### src/rtl/mac_result_collector.sv
// ---------------------------------------------------------------------------
// mac_result_collector
//
// Purpose:
//   Consumer end of the MAC output interface. Sums NUM_NEIGH successive
//   four-lane MAC results per node (neighbour aggregation). Each lane is then
//   post-processed: arithmetic right shift by SHIFT, optional ReLU, and
//   saturation to OUT_SIZE signed bits. The resulting four features are
//   streamed out one lane per valid/ready handshake.
//
// Optional feature:
//   COLLECT_RELU_EN  when defined, negative shifted sums are clamped to 0
//                    before saturation. When undefined, no activation is
//                    applied and the full signed range is used.
//
// Ports:
//   clk            in   sole clock, rising edge
//   rst_n          in   asynchronous active-low reset
//   mac_ready      in   mac_out0..3 valid this cycle
//   mac_out0..3    in   signed MAC lane results, MAC_OUT_SIZE bits each
//   collect_stall  out  upstream must not raise in_ready while high
//   res_valid      out  res_data holds a valid feature
//   res_ready      in   downstream accepts res_data
//   res_data       out  signed post-processed feature, OUT_SIZE bits
//   res_idx        out  lane index of res_data (0..3)
//   res_last       out  high together with res_idx == 3
//   node_done      out  one-cycle pulse when a node's result bank is loaded
//   overflow       out  sticky: a final sample was dropped
// ---------------------------------------------------------------------------
module mac_result_collector #(
  parameter int MAC_OUT_SIZE = 13,
  parameter int NUM_NEIGH    = 4,
  parameter int ACC_SIZE     = 16,
  parameter int SHIFT        = 4,
  parameter int OUT_SIZE     = 5
) (
  input  logic                           clk,
  input  logic                           rst_n,
  input  logic                           mac_ready,
  input  logic signed [MAC_OUT_SIZE-1:0] mac_out0,
  input  logic signed [MAC_OUT_SIZE-1:0] mac_out1,
  input  logic signed [MAC_OUT_SIZE-1:0] mac_out2,
  input  logic signed [MAC_OUT_SIZE-1:0] mac_out3,
  output logic                           collect_stall,
  output logic                           res_valid,
  input  logic                           res_ready,
  output logic signed [OUT_SIZE-1:0]     res_data,
  output logic [1:0]                     res_idx,
  output logic                           res_last,
  output logic                           node_done,
  output logic                           overflow
);

  localparam int CNT_W = (NUM_NEIGH > 2) ? $clog2(NUM_NEIGH) : 1;
  localparam logic [CNT_W-1:0] LAST_CNT = CNT_W'(NUM_NEIGH - 1);

  localparam logic signed [ACC_SIZE-1:0] SAT_MAX = ACC_SIZE'((1 << (OUT_SIZE - 1)) - 1);
  localparam logic signed [ACC_SIZE-1:0] SAT_MIN = ACC_SIZE'(-(1 << (OUT_SIZE - 1)));

  typedef enum logic {
    EMPTY = 1'b0,
    FULL  = 1'b1
  } state_t;

  state_t                         state_q, state_d;
  logic [CNT_W-1:0]               cnt_q, cnt_d;
  logic [1:0]                     idx_q, idx_d;
  logic                           node_done_q, node_done_d;
  logic                           overflow_q, overflow_d;
  logic signed [ACC_SIZE-1:0]     acc_q  [4];
  logic signed [ACC_SIZE-1:0]     acc_d  [4];
  logic signed [OUT_SIZE-1:0]     bank_q [4];
  logic signed [OUT_SIZE-1:0]     bank_d [4];

  logic signed [MAC_OUT_SIZE-1:0] mac_in   [4];
  logic signed [ACC_SIZE-1:0]     sum      [4];
  logic signed [OUT_SIZE-1:0]     post_val [4];

  logic hs, hs_last, is_final, accept;

  assign mac_in[0] = mac_out0;
  assign mac_in[1] = mac_out1;
  assign mac_in[2] = mac_out2;
  assign mac_in[3] = mac_out3;

  // Per-lane datapath: sign-extended add, then shift / activation / saturate.
  generate
    for (genvar gi = 0; gi < 4; gi++) begin : g_lane
      logic signed [ACC_SIZE-1:0] shifted;
      logic signed [ACC_SIZE-1:0] act;

      assign sum[gi] = acc_q[gi] +
                       {{(ACC_SIZE - MAC_OUT_SIZE){mac_in[gi][MAC_OUT_SIZE-1]}}, mac_in[gi]};
      assign shifted = sum[gi] >>> SHIFT;

      always_comb begin
        act = shifted;
`ifdef COLLECT_RELU_EN
        if (shifted < 0) begin
          act = '0;
        end
`endif
        if (act > SAT_MAX) begin
          post_val[gi] = SAT_MAX[OUT_SIZE-1:0];
        end else if (act < SAT_MIN) begin
          post_val[gi] = SAT_MIN[OUT_SIZE-1:0];
        end else begin
          post_val[gi] = act[OUT_SIZE-1:0];
        end
      end
    end
  endgenerate

  // A final sample may only overwrite the bank once it is empty, or in the
  // very cycle its last lane leaves.
  assign hs       = (state_q == FULL) && res_ready;
  assign hs_last  = hs && (idx_q == 2'd3);
  assign is_final = mac_ready && (cnt_q == LAST_CNT);
  assign accept   = is_final && ((state_q == EMPTY) || hs_last);

  always_comb begin
    state_d     = state_q;
    cnt_d       = cnt_q;
    idx_d       = idx_q;
    node_done_d = 1'b0;
    overflow_d  = overflow_q;
    acc_d       = acc_q;
    bank_d      = bank_q;

    if (hs) begin
      idx_d = idx_q + 2'd1;
      if (idx_q == 2'd3) begin
        state_d = EMPTY;
      end
    end

    if (mac_ready) begin
      if (!is_final) begin
        acc_d = sum;
        cnt_d = cnt_q + CNT_W'(1);
      end else if (accept) begin
        bank_d      = post_val;
        for (int k = 0; k < 4; k++) begin
          acc_d[k] = '0;
        end
        cnt_d       = '0;
        state_d     = FULL;
        idx_d       = 2'd0;
        node_done_d = 1'b1;
      end else begin
        // Bank still busy: drop the final sample, keep the partial sum so
        // the upstream can resend it.
        overflow_d = 1'b1;
      end
    end
  end

  always_ff @(posedge clk or negedge rst_n) begin
    if (!rst_n) begin
      state_q     <= EMPTY;
      cnt_q       <= '0;
      idx_q       <= 2'd0;
      node_done_q <= 1'b0;
      overflow_q  <= 1'b0;
      for (int k = 0; k < 4; k++) begin
        acc_q[k]  <= '0;
        bank_q[k] <= '0;
      end
    end else begin
      state_q     <= state_d;
      cnt_q       <= cnt_d;
      idx_q       <= idx_d;
      node_done_q <= node_done_d;
      overflow_q  <= overflow_d;
      acc_q       <= acc_d;
      bank_q      <= bank_d;
    end
  end

  assign res_valid     = (state_q == FULL);
  assign res_data      = (state_q == FULL) ? bank_q[idx_q] : '0;
  assign res_idx       = idx_q;
  assign res_last      = (state_q == FULL) && (idx_q == 2'd3);
  assign node_done     = node_done_q;
  assign overflow      = overflow_q;
  assign collect_stall = (cnt_q == LAST_CNT) && (state_q == FULL);

endmodule

### config.mk
export PLATFORM = sky130hd
export DESIGN_NAME = mac_result_collector
export DESIGN_NICKNAME = d
export VERILOG_FILES = /design/src/rtl/mac_result_collector.sv
export SDC_FILE = /design/constraint.sdc
export NUM_CORES = 1
export LEC_CHECK = 0
export ABC_AREA = 1
export CORE_ASPECT_RATIO = 1.5
export CORE_MARGIN = 2
export CORE_UTILIZATION = 66
export DETAILED_ROUTE_END_ITERATION = 7
export DONT_BUFFER_PORTS = 1
export PLACE_DENSITY = 0.92
export SLEW_MARGIN = 20
export SYNTH_ARGS = -nofsm -noshare
export SYNTH_HDL_FRONTEND = slang
export SYNTH_SLANG_ARGS = --single-unit
### constraint.sdc
create_clock -name clk -period 2.7 [get_ports clk]
set_input_delay 0.405 -clock clk [delete_from_list [all_inputs] [get_ports clk]]
set_output_delay 0.405 -clock clk [all_outputs]
set_load 0.02 [all_outputs]
==> results.toml, run 1 <==
[status]
status = "completed"

[cts]
clk_pin_slew_ns = 0.07
clock_sinks = 91
clock_path_buffers = 2
postCtsSetupRepairBufs = 0
cts_root_buf = "clkbuf_16"
tritoncts = "yes"
cts.htree.levels = 3
insertion_delay_ns = 0.35
cts_made_buffers = 9

[power_and_ir_drop]
ir_drop_mv = 0.580
p_int_mw = 5.26
seq_power_share = 0.225
cellPowerDensity_nw_per_um2 = 1300
p_sw_mw = 5.44
switching_share = 0.509
leakage_nw = 4.64
clkPwrFrac = 0.122
combinationalPowerShare = 0.653

[layout]
final_area_um2 = 8240
drive_above_1_share = 0.0746
final_nets = 1272
fillers = 948
diodes = 0
regArea_um2 = 2280
multiInputGateArea_um2 = 4690
area_growth_pct = 6.85

[detailed_routing]
drt_first_pass_iters = 5
highest_layer = "met4"
via_per_inst = 5.60
remaining_drc_errors = 0
wl_met2_um = 9690
drtAntennaViolNets = 0
num_vias = 7302
met3_length_um = 1010
wire_per_inst_um = 14.7
finalWirelength_um = 19200
drt_iter0_drc = 372
drt-met1-wl_um = 7700

[sta]
final-setup-viol-count = 0
finalHoldViolCount = 0
finalClockSkew_ns = 0.00841
fmax_ghz = 0.415
worst_hold_slack_ns = 0.323
layout_min_cycle_time_ns = 2.41
worst_pin_slew_ns = 0.617
tns_ns = 0
min_period_over_period = 0.893
maxSlewViolCount = 0
rsz0062_at_grt = "false"
max_slew_margin = 0.590

[logic_synthesis]
avgSynthCellArea_um2 = 6.73
ys_ff_latch = 91
synth_fa_ha_area_frac = 0.111
synth-compound-area-share = 0.110
syn_area_um2 = 7710
ys_warn_count = 0
synth_top_family_by_area = "simple AND/OR/NAND/NOR gates"
yosysSeqAreaShare = 0.295
syn_nets = 1269
synth.distinct_cells = 37
yosys.area_share.xor_xnor = 0.0396
netlist_instances = 1147
synth_mux_area_frac = 0.00146
yosys.area_share.simple = 0.346

[die]
fp.dieW_um = 92.3
die_area_um2 = 12600
die_h_um = 136
coreArea_um2 = 11500
num_rows = 48
io_pins = 68
start_util = 0.672

[place]
dp_hpwl_um = 14300
place_area_um2 = 7900
place_congestion = 0.975
io_buffers = 0

[setup_path]
critPathKind = "reg2reg"
cp-end-kind = "flop"
critPathMaxFanout = 4
cp-start-kind = "flop"
crit_required_ns = 2.92
cp.arrival_ns = 2.63
r2r_slack_ns = 0.29

[global_route]
grt_usage = 0.310
grt_pass1_wl_um = 31200
grt_remaining_overflow = 0
grt_max_degree = 92
antenna_found_initial = 0
grt_pass1_vias = 7078

[job]
cap_violations = 0

[worst_hold_path]
min_path_type = "in2reg"
==> cell families after synthesis <==
group	Yosys count
compound gates	138
xor+xnor	34
fa+ha+maj	66
buf+inv	196
flops	91
mux	1
simple gates	621
==> metrics by stage <==
stage          std cells  utilization  power, mW  setup WS [ns]
3_5_place_dp        1287        0.689       9.21          0.324
6_report            1303        0.718       10.7          0.289
4_1_cts             1303        0.718       10.7          0.289
3_3_place_gp        1287        0.689       9.01          0.347
5_1_grt             1303        0.718       11.7         0.0795
2_1_floorplan       1147            -       7.74          0.591
==> registers in the layout, indices dropped and copies added, names as in the netlist <==
signal     count
node_done      1
acc_q         64
overflow       1
res_valid      1
res_idx        2
cnt_q          2
bank_q        20
==> worst max-delay path: stages, from the launching register on <==
cell,delay (ns)
dfrtp_1,0.35
ha_1,0.21
inv_1,0.07
fa_1,0.40
inv_1,0.12
nand3_1,0.07
nand2_1,0.13
nand2_1,0.08
nand2_1,0.06
nand2_1,0.04
nand2_1,0.11
nand3_1,0.08
nor2_1,0.11
nand3_1,0.11
a21oi_2,0.23
a21oi_1,0.11
==> synthesized netlist by cell type <==
cell type	count	area (um^2)
a21oi_1	46	230
a21oi_2	6	52.6
a21oi_4	2	32.5
a22o_1	25	219
and2_1	5	31.3
and3_1	1	6.26
buf_1	3	11.3
buf_2	6	30.0
clkbuf_1	5	18.8
clkbuf_2	3	15.0
dfrtp_1	91	2280
fa_1	4	80.1
ha_1	62	776
inv_1	173	649
inv_2	6	22.5
mux2_2	1	11.3
nand2_1	388	1460
nand2_2	25	156
nand2b_4	1	13.8
nand3_1	66	330
nand3_2	12	120
nand3b_1	3	22.5
nand4_1	18	113
nor2_1	87	327
nor2_2	7	43.8
nor3_1	6	30.0
nor3_2	1	10.0
o211ai_1	1	7.51
o21ai_0	47	235
o21ai_1	2	10.0
o21ai_2	1	8.76
o22ai_1	4	25.0
o31ai_1	4	30.0
or2_2	1	6.26
xnor2_1	12	105
xnor2_2	1	16.3
xor2_1	21	184
==> power groups by stage <==
stage / Sequential [mW] / Clock (mW) / Combinational [mW]
floorplan: 2.36 / 0 / 5.39
global placement: 2.39 / 0 / 6.62
detailed placement: 2.42 / 0 / 6.79
CTS: 2.40 / 1.34 / 6.91
global route: 2.48 / 1.39 / 7.87
finish: 2.41 / 1.31 / 6.98
==> final timing paths <==
path | cells after the start | from | end
worst max-delay path | 15 | acc_q[16] | bank_q[7]
worst min register to register | 2 | cnt_q[1] | cnt_q[1]
min in group asynchronous | 2 | rst_n | acc_q[9]
worst max register to register | 15 | acc_q[16] | bank_q[7]
max in group asynchronous | 2 | rst_n | acc_q[34]
worst min-delay path | 2 | mac_out1[0] | acc_q[32]
==> layout make-up <==
class,count,share of cell area
timing repair buffer,9,0.0140
inverter,179,0.0815
clock inverter,3,0.00577
multi-input combinational,860,0.569
sequential,91,0.276
tap,150,0.0228
clock buffer,11,0.0307
==> placed cells by master, fill, tap and decap left out, drive strengths merged, types with 18 or more instances in the layout <==
master and count:
a22o 25, nand4 18, nor2 94, xor2 21
nand2 413, a21oi 54, nand3 78, o21ai 50
ha 62, inv 180, dfrtp 91
==> timing repair <==
action                                 CTS  global route
gates resized for setup                  0             0
endpoints found under the hold margin   91             0
hold buffers                             2             0
==> metal layers <==
layer,GRT usage,up-vias
li1,-,3649
met1,0.354,3376
met2,0.558,210
met3,0.0504,67
met4,0.157,0
met5,0,-
Power figures use the tool's default switching activity.
==> run 2: changes to the inputs <==
--- a/config.mk
+++ b/config.mk
@@ -12,6 +12,7 @@
 export DETAILED_ROUTE_END_ITERATION = 7
 export DONT_BUFFER_PORTS = 1
 export PLACE_DENSITY = 0.92
+export RECOVER_POWER = 100
 export SLEW_MARGIN = 20
 export SYNTH_ARGS = -nofsm -noshare
 export SYNTH_HDL_FRONTEND = slang
==> run 2 against run 1 <==
  * Clock-buffer cell count unchanged
  * Non-clock buffer count unchanged
  * Fmax about the same
  * Wire length about the same
  * Final area decreased by 0.87%
  * Power shrank 0.72%
  * Cell count unchanged
  * Critical path depth unchanged
  * Register-to-register slack about the same
  * Flip-flop and latch count unchanged
  * Combinational power down 1%
  * Die area did not move
  * Critical endpoint is now bank_q[3]
==> results.toml, run 2 (same netlist as run 1, synthesis figures left out) <==
[status]
status = "completed"

[die]
coreArea_um2 = 11500
die_area_um2 = 12600
num_rows = 48
io_pins = 68
die_h_um = 136
start_util = 0.672
fp.dieW_um = 92.3

[cts]
clk_pin_slew_ns = 0.07
insertion_delay_ns = 0.35
clock_sinks = 91
tritoncts = "yes"
cts.htree.levels = 3
clock_path_buffers = 2
ctsResizeCount = 0
cts_made_buffers = 9
cts_root_buf = "clkbuf_16"

[setup_path]
cp.arrival_ns = 2.63
rr_endpoint = "bank_q[3]"
critPathMaxFanout = 4
critPathKind = "reg2reg"
r2r-start = "acc_q[0]"
crit_required_ns = 2.92
critPathMostFrequentCell = "nand2_2"
cp-start-kind = "flop"
cp-end-kind = "flop"
slowest_stage = "fa_1"
reg2reg_depth = 15
cp_cell_sequence = "ha_1 -> inv_1 -> fa_1 -> inv_1 -> nand3_1 -> nand2_2 -> nand2_2 -> nand2_2 -> nand2_2 -> nand3_1 -> nand2_2 -> nor2_1 -> nand2_1 -> o21ai_1 -> a21oi_1"
cp_slowest_stage_delay_ns = 0.40
r2r_slack_ns = 0.29

[layout]
drive_above_1_share = 0.0633
layout_commonest_cell = "nand2_1"
largest_reg_flops = 64
top_register = "acc_q"
fillers = 966
instances_no_fill = 1303
reg_top3 = "acc_q: 64 flops, bank_q: 20 flops"
area_growth_pct = 5.92
diodes = 0
final_nets = 1272
layout_common_cells = "392 x nand2_1, 174 x inv_1, 91 x dfrtp_1, 88 x nor2_1, 68 x nand3_1"

[job]
cap_violations = 0

[power_and_ir_drop]
design_power_total_mw = 10.6
cellPowerDensity_nw_per_um2 = 1300
ir_drop_mv = 0.583
leakage_nw = 4.62

[global_route]
grt_max_degree = 92
antenna_found_initial = 0
grt_remaining_overflow = 0
grt_pass1_wl_um = 31200
grt_pass1_vias = 7078
grt_usage = 0.310

[sta]
worst_pin_slew_ns = 1.29
final-setup-viol-count = 0
finalClockSkew_ns = 0.00889
min_period_over_period = 0.894
fmax_ghz = 0.414
worst_hold_slack_ns = 0.324
rsz0062_at_grt = "false"
max_slew_margin = 0.141
maxSlewViolCount = 0
tns_ns = 0
finalHoldViolCount = 0
layout_min_cycle_time_ns = 2.41

[place]
io_buffers = 0
numPlacedInstances = 1287
place_congestion = 0.975
dp_hpwl_um = 14300

[detailed_routing]
remaining_drc_errors = 0
num_vias = 7350
drt_first_pass_iters = 5
drtAntennaViolNets = 0
wire_per_inst_um = 14.7
via_per_inst = 5.64
drt_iter0_drc = 401
finalWirelength_um = 19200

[worst_hold_path]
min_from = "mac_out1[0]"
min_path_type = "in2reg"
min_to = "acc_q[32]"
hold_depth = 2
run 2: cell count changes in the layout (fill, tap and decap cells not counted), sizes merged:
cell / previous run / this run
buf: 8 / 4
clkbuf: 11 / 15
run 2: layer usage:
metal,share of wire,wire (um),track usage
met1,0.40,7680,0.354
met2,0.51,9690,0.558
met3,0.053,1010,0.0504
met4,0.042,798,0.157
met5,0,0,0
run 2: timing repair:
item | CTS | global route
endpoints found under the hold margin | 91 | 0
hold buffers | 2 | 0
buffers inserted | 0 | 0
run 2: how the worst max path moves through the flow:
stage,slack [ns],from,end,depth (start not counted)
after floorplan,0.59,mac_out3[0],bank_q[0],15
after global placement,0.35,mac_out2[0],bank_q[7],15
after detailed placement,0.32,mac_out1[0],bank_q[11],16
after CTS,0.29,acc_q[16],bank_q[7],15
after global routing,0.05,acc_q[16],bank_q[5],16
final,0.29,acc_q[0],bank_q[3],15
run 2: area by class of cell:
type	instances	area, um^2	share of cell area
Tap cell	150	188	0.0230
Sequential cell	91	2280	0.279
Multi-Input combinational cell	860	4650	0.569
Inverter	179	672	0.0822
Timing Repair Buffer	9	85.1	0.0104
Clock buffer	11	253	0.0309
Clock inverter	3	47.5	0.00582
run 2: stage by stage:
stage / util / instance area, um^2 / worst slack [ns]
2_1_floorplan: - / 7710 / 0.591
3_3_place_gp: 0.689 / 7900 / 0.347
3_5_place_dp: 0.689 / 7900 / 0.324
4_1_cts: 0.718 / 8240 / 0.289
5_1_grt: 0.712 / 8170 / 0.0467
6_report: 0.712 / 8170 / 0.287
run 2: critical path, delay by kind of cell (launching register included):
family                   cells  cell delay (ns)
AO/OA/AOI/OAI                2             0.36
adder cells (fa/ha/maj)      2             0.63
buffers and inverters        2             0.17
flip-flops                   1             0.35
AND/OR/NAND/NOR              9             0.77
run 2: report_power, final:
group / internal [mW] / total, mW / switching (mW)
clock network: 0.764 / 1.32 / 0.552
registers: 2.03 / 2.40 / 0.377
logic: 2.42 / 6.90 / 4.48
==> run 3: changes to the inputs <==
--- a/config.mk
+++ b/config.mk
@@ -13,7 +13,6 @@
 export DONT_BUFFER_PORTS = 1
 export PLACE_DENSITY = 0.92
 export RECOVER_POWER = 100
-export SLEW_MARGIN = 20
 export SYNTH_ARGS = -nofsm -noshare
 export SYNTH_HDL_FRONTEND = slang
 export SYNTH_SLANG_ARGS = --single-unit
==> results of run 3 <==
The final DEF is identical to that of run 2; final timing and power are the same.
